**config.mk**
```make
export PLATFORM = sky130hd
export DESIGN_NAME = led_fader
export DESIGN_NICKNAME = d
export VERILOG_FILES = /design/src/rtl/led_fader.sv
export SDC_FILE = /design/constraint.sdc
export NUM_CORES = 1
export LEC_CHECK = 0
export CELL_PAD_IN_SITES_DETAIL_PLACEMENT = 1
export CELL_PAD_IN_SITES_GLOBAL_PLACEMENT = 1
export CORE_MARGIN = 1
export CORE_UTILIZATION = 35
export CTS_CLUSTER_SIZE = 10
export DETAILED_ROUTE_END_ITERATION = 8
export PLACE_DENSITY = 0.64
export SLEW_MARGIN = 20
export SYNTH_ARGS = -nofsm -noshare
export SYNTH_HDL_FRONTEND = slang
export SYNTH_SLANG_ARGS = --single-unit
export TNS_END_PERCENT = 10
```
**constraint.sdc**
```tcl
create_clock -name i_clk -period 2.93 [get_ports i_clk]
set_input_delay 0.4395 -clock i_clk [delete_from_list [all_inputs] [get_ports i_clk]]
set_output_delay 0.4395 -clock i_clk [all_outputs]
set_load 0.02 [all_outputs]
```
**src/rtl/led_fader.sv**
```systemverilog
// Soft-fade PWM driver: per-LED 4-bit levels ramp toward their targets once per fade step.
// Optional macro LED_FADER_GAMMA_EN maps levels through a perceptual gamma table.
module led_fader #(
  parameter int unsigned PRESCALE     = 15,
  parameter int unsigned STEP_PERIODS = 4
) (
  input  logic        i_clk,
  input  logic        i_reset_n,
  input  logic        i_enable,
  input  logic [15:0] i_signals,
  output logic [15:0] o_leds,
  output logic        o_period_start
);

  localparam int unsigned StpW = (STEP_PERIODS > 1) ? $clog2(STEP_PERIODS) : 1;
  localparam logic [15:0] PreMax = PRESCALE[15:0];
  localparam logic [StpW-1:0] StpMax = StpW'(STEP_PERIODS - 1);

`ifdef LED_FADER_GAMMA_EN
  localparam logic [3:0] GammaLut [16] = '{
    4'd0, 4'd0, 4'd0, 4'd1, 4'd1, 4'd1, 4'd2, 4'd2,
    4'd3, 4'd4, 4'd5, 4'd6, 4'd8, 4'd10, 4'd12, 4'd15
  };
`endif

  logic [15:0]     r_pre;
  logic [3:0]      r_pwm;
  logic [StpW-1:0] r_stp;
  logic [3:0]      r_level [16];
  logic [15:0]     r_leds;
  logic            r_period_start;

  logic            w_tick;
  logic            w_period_end;
  logic            w_step;
  logic [3:0]      w_eff [16];
  logic [15:0]     w_leds_d;

  assign w_tick       = i_enable && (r_pre == PreMax);
  assign w_period_end = w_tick && (r_pwm == 4'd15);
  assign w_step       = w_period_end && (r_stp == StpMax);

  always_comb begin
    w_leds_d = '0;
    for (int i = 0; i < 16; i++) begin
`ifdef LED_FADER_GAMMA_EN
      w_eff[i] = GammaLut[r_level[i]];
`else
      w_eff[i] = r_level[i];
`endif
      w_leds_d[i] = i_enable && ((w_eff[i] == 4'd15) || (r_pwm < w_eff[i]));
    end
  end

  always_ff @(posedge i_clk or negedge i_reset_n) begin
    if (!i_reset_n) begin
      r_pre <= '0;
      r_pwm <= '0;
      r_stp <= '0;
    end else if (i_enable) begin
      r_pre <= w_tick ? '0 : r_pre + 16'd1;
      if (w_tick) r_pwm <= r_pwm + 4'd1;
      if (w_period_end) r_stp <= w_step ? '0 : r_stp + StpW'(1);
    end
  end

  // Levels move only on the step edge, which coincides with the pwm wrap to slot 0.
  always_ff @(posedge i_clk or negedge i_reset_n) begin
    if (!i_reset_n) begin
      for (int i = 0; i < 16; i++) r_level[i] <= '0;
    end else if (w_step) begin
      for (int i = 0; i < 16; i++) begin
        if (i_signals[i] && (r_level[i] != 4'd15)) begin
          r_level[i] <= r_level[i] + 4'd1;
        end else if (!i_signals[i] && (r_level[i] != 4'd0)) begin
          r_level[i] <= r_level[i] - 4'd1;
        end
      end
    end
  end

  always_ff @(posedge i_clk or negedge i_reset_n) begin
    if (!i_reset_n) begin
      r_leds         <= '0;
      r_period_start <= 1'b0;
    end else begin
      r_leds         <= w_leds_d;
      r_period_start <= w_period_end;
    end
  end

  assign o_leds         = r_leds;
  assign o_period_start = r_period_start;

endmodule
```
==> results.toml <==
[sta]
post-route-min-period_ns = 2.60
setup_viol = 0
finalCritPeriodShare_pct = 88.8
max_freq_mhz = 385
tns_ns = 0
maxSlewViolCount = 0
grt_setup_unrepaired = "no"
max_slew_margin_pct = 63.8
worst_slew_pin_slew_ns = 0.542
fin_skew_ns = 0.00731
setup_slack_ns = 0.329
hold_violations = 0

[final_layout]
final_cells = 1000
insertedDiodeCount = 0
finalNetCount = 843
drive_gt1_share_pct = 9.04
n_fill_cell = 2253
multi_input_area_um2 = 4420
utilization_pct = 41.2
area_delta_synth_final_pct = 15.4
seqCellArea_um2 = 2580

[power_and_ir_drop]
netSwitchingFraction_pct = 31.1
p_leak_uw = 0.00404
power.switching_uw = 1240
p_int_uw = 2760
combPwrFrac_pct = 28.7
pwr-share-clk_pct = 31.1
power_uw = 4000
power_density_nw_per_um2 = 480
ir_drop_v = 0.000249
seq_power_share_pct = 40.1

[drt]
wire_per_inst_um = 16.5
num_vias = 5117
firstDrtPassIters = 4
ant_nets = 0
first_iter_violations = 165
drc_errors = 0
routed_via_density = 5.12
routed_wl_um = 16500

[place]
numPortBuffers = 35
gp_congestion = 0.822
dpl.hpwl_um = 12000
pre_cts_slack_ns = 0.276
dp_cells = 984

[grt]
grt_overflow = 0
grt_pass1_wl_um = 28800
grtUsageTotal_pct = 16.9
antenna_found_initial = 0
busiest_layer = "met2"
grt_max_degree = 75
globalRouteMet1Util_pct = 21.5
grt_use_met2_pct = 29.8
grt_pass1_vias = 5652
met3_usage_pct = 3.48

[synthesis]
ys_seq_area_share_pct = 35.7
synth_area_um2 = 7220
synth_seq_cells = 103
avgSynthCellArea_um2 = 10.8
postSynth.asyncResetShare_pct = 100
synth_flop_cell = "dfrtp_1"
yosys_warnings = 0
syn_inst = 669
synth_edf_count = 0
synth.net_count = 787
yosysUniqueCellTypes = 39

[floorplan]
ios = 36
core_region_area_um2 = 20200
fp.dieW_um = 146
die-area_um2 = 21200
std_cell_rows = 52
dieHeight_um = 146
start_util_pct = 35.7

[clock_network]
ctsRootBufferMaster = "clkbuf_16"
clock-sinks = 103
clk_latency_ns = 0.36
cts_max_path_buffers = 2
clkSlewWorstSetupHoldPaths_ns = 0.07
ctsResizeCount = 0
cts_tree = "done"
cts.hold.buffers_added = 0
htree_num_levels = 3
cts_setup_buffers = 0
cts_made_buffers = 9

[setup_path]
crit_buf_inv = 0
arrival_ns = 2.84
cp-start-kind = "register"
slowest_stage = "dfrtp_1"
path_delay_family = "compound AO/OA/AOI/OAI gates"
cp-end-kind = "register"
reg2reg_from = "r_level[60]$_DFFE_PN0P_"
critPathKind = "register to register"
required_ns = 3.17
slowest_delay_ns = 0.48
path_max_fanout = 6
r2r_cells = 8
rr_endpoint = "r_level[63]$_DFFE_PN0P_"
cp_common_cell = "o21ai_0"
rrSetupSlack_ns = 0.33
crit_chain = "nand3_1, o21ai_0, ha_1, a21o_1, a21oi_1, mux2_2, o21ai_0, o31ai_1"

[min_path]
hp-class = "input port to asynchronous set/reset pin"

[run_status]
status = "finished clean"

[flow_run]
maxCapViolCount = 0
-- cell usage in the layout (no fill, tap or decap), types with 15 or more instances in the layout --
cell type / count
mux2i_1: 17
nand2_1: 40
clkdlybuf4s50_1: 34
o21a_1: 15
a21oi_1: 41
o21ai_0: 21
buf_4: 17
xnor2_1: 52
xor2_1: 22
fa_1: 16
inv_1: 48
a21o_1: 52
nor2_1: 24
ha_1: 83
nand2b_1: 27
dfrtp_1: 103
-- cells in the mapped netlist (12+ instances only) --
| cell type | instances | area [um2] |
|---|---|---|
| a21o_1 | 52 | 390 |
| a21oi_1 | 41 | 205 |
| and4_1 | 13 | 114 |
| dfrtp_1 | 103 | 2580 |
| fa_1 | 16 | 320 |
| ha_1 | 83 | 1040 |
| inv_1 | 48 | 180 |
| mux2i_1 | 17 | 170 |
| nand2_1 | 40 | 150 |
| nand2b_1 | 27 | 169 |
| nand3_1 | 14 | 70.1 |
| nor2_1 | 24 | 90.1 |
| nor4_1 | 12 | 75.1 |
| o21a_1 | 15 | 113 |
| o21ai_0 | 21 | 105 |
| xnor2_1 | 52 | 455 |
| xor2_1 | 22 | 193 |
-- stage by stage --
stage	hold WS [ns]	instance area [um2]
after CTS	0.0207	8330
after global routing	0.0360	8330
after floorplan	0.144	7220
after global placement	0.416	8030
after detailed placement	0.414	8030
final	0.0199	8330
-- logic make-up (layout without fill, tap and decap cells) --
kind of cell / Yosys count / after routing / share of synthesized area (%)
simple gates: 166 / 166 / 15.4
compound gates: 139 / 139 / 13.3
flops: 103 / 103 / 35.7
fa+ha+maj: 99 / 99 / 18.8
xor+xnor: 74 / 74 / 8.98
buf+inv: 56 / 117 / 2.98
mux: 32 / 32 / 4.75
-- flip-flops by register name, summed over array words and instances (netlist names) --
signal / count
o_leds: 16
o_period_start: 1
r_level: 64
r_pre: 16
r_pwm: 4
r_stp: 2
-- power groups by stage --
stage	Clock (uW)	Sequential, uW	Combinational [uW]
after detailed placement	0	1630	1170
after global routing	1340	1620	1280
final	1240	1610	1150
after floorplan	0	1700	656
after global placement	0	1620	1120
after CTS	1290	1600	1180
-- how the worst max path moves through the flow --
stage	startpoint	endpoint	slack [ns]	cells past startpoint
floorplan	r_pwm[1]$_DFFE_PN0P_	r_level[7]$_DFFE_PN0P_	0.65	6
global placement	i_signals[0]	r_level[63]$_DFFE_PN0P_	0.40	8
detailed placement	i_signals[0]	r_level[63]$_DFFE_PN0P_	0.28	8
CTS	r_level[60]$_DFFE_PN0P_	r_level[63]$_DFFE_PN0P_	0.34	8
global route	r_level[60]$_DFFE_PN0P_	r_level[63]$_DFFE_PN0P_	0.16	8
finish	r_level[60]$_DFFE_PN0P_	r_level[63]$_DFFE_PN0P_	0.33	8
-- metal layers --
metal / wire length (um) / share of wire [%]
met1: 7760 / 47
met2: 8250 / 50
met3: 395 / 2.4
met5: 0 / 0
met4: 143 / 0.86
-- cell type report --
class | instances | area share [%]
inverter | 48 | 2.16
sequential | 103 | 30.9
clock buffer | 11 | 2.91
clock inverter | 5 | 0.691
timing repair buffer | 53 | 6.10
multi-input combinational | 510 | 53.1
tap | 270 | 4.06
Note: power is estimated with default switching activity, not from simulation.
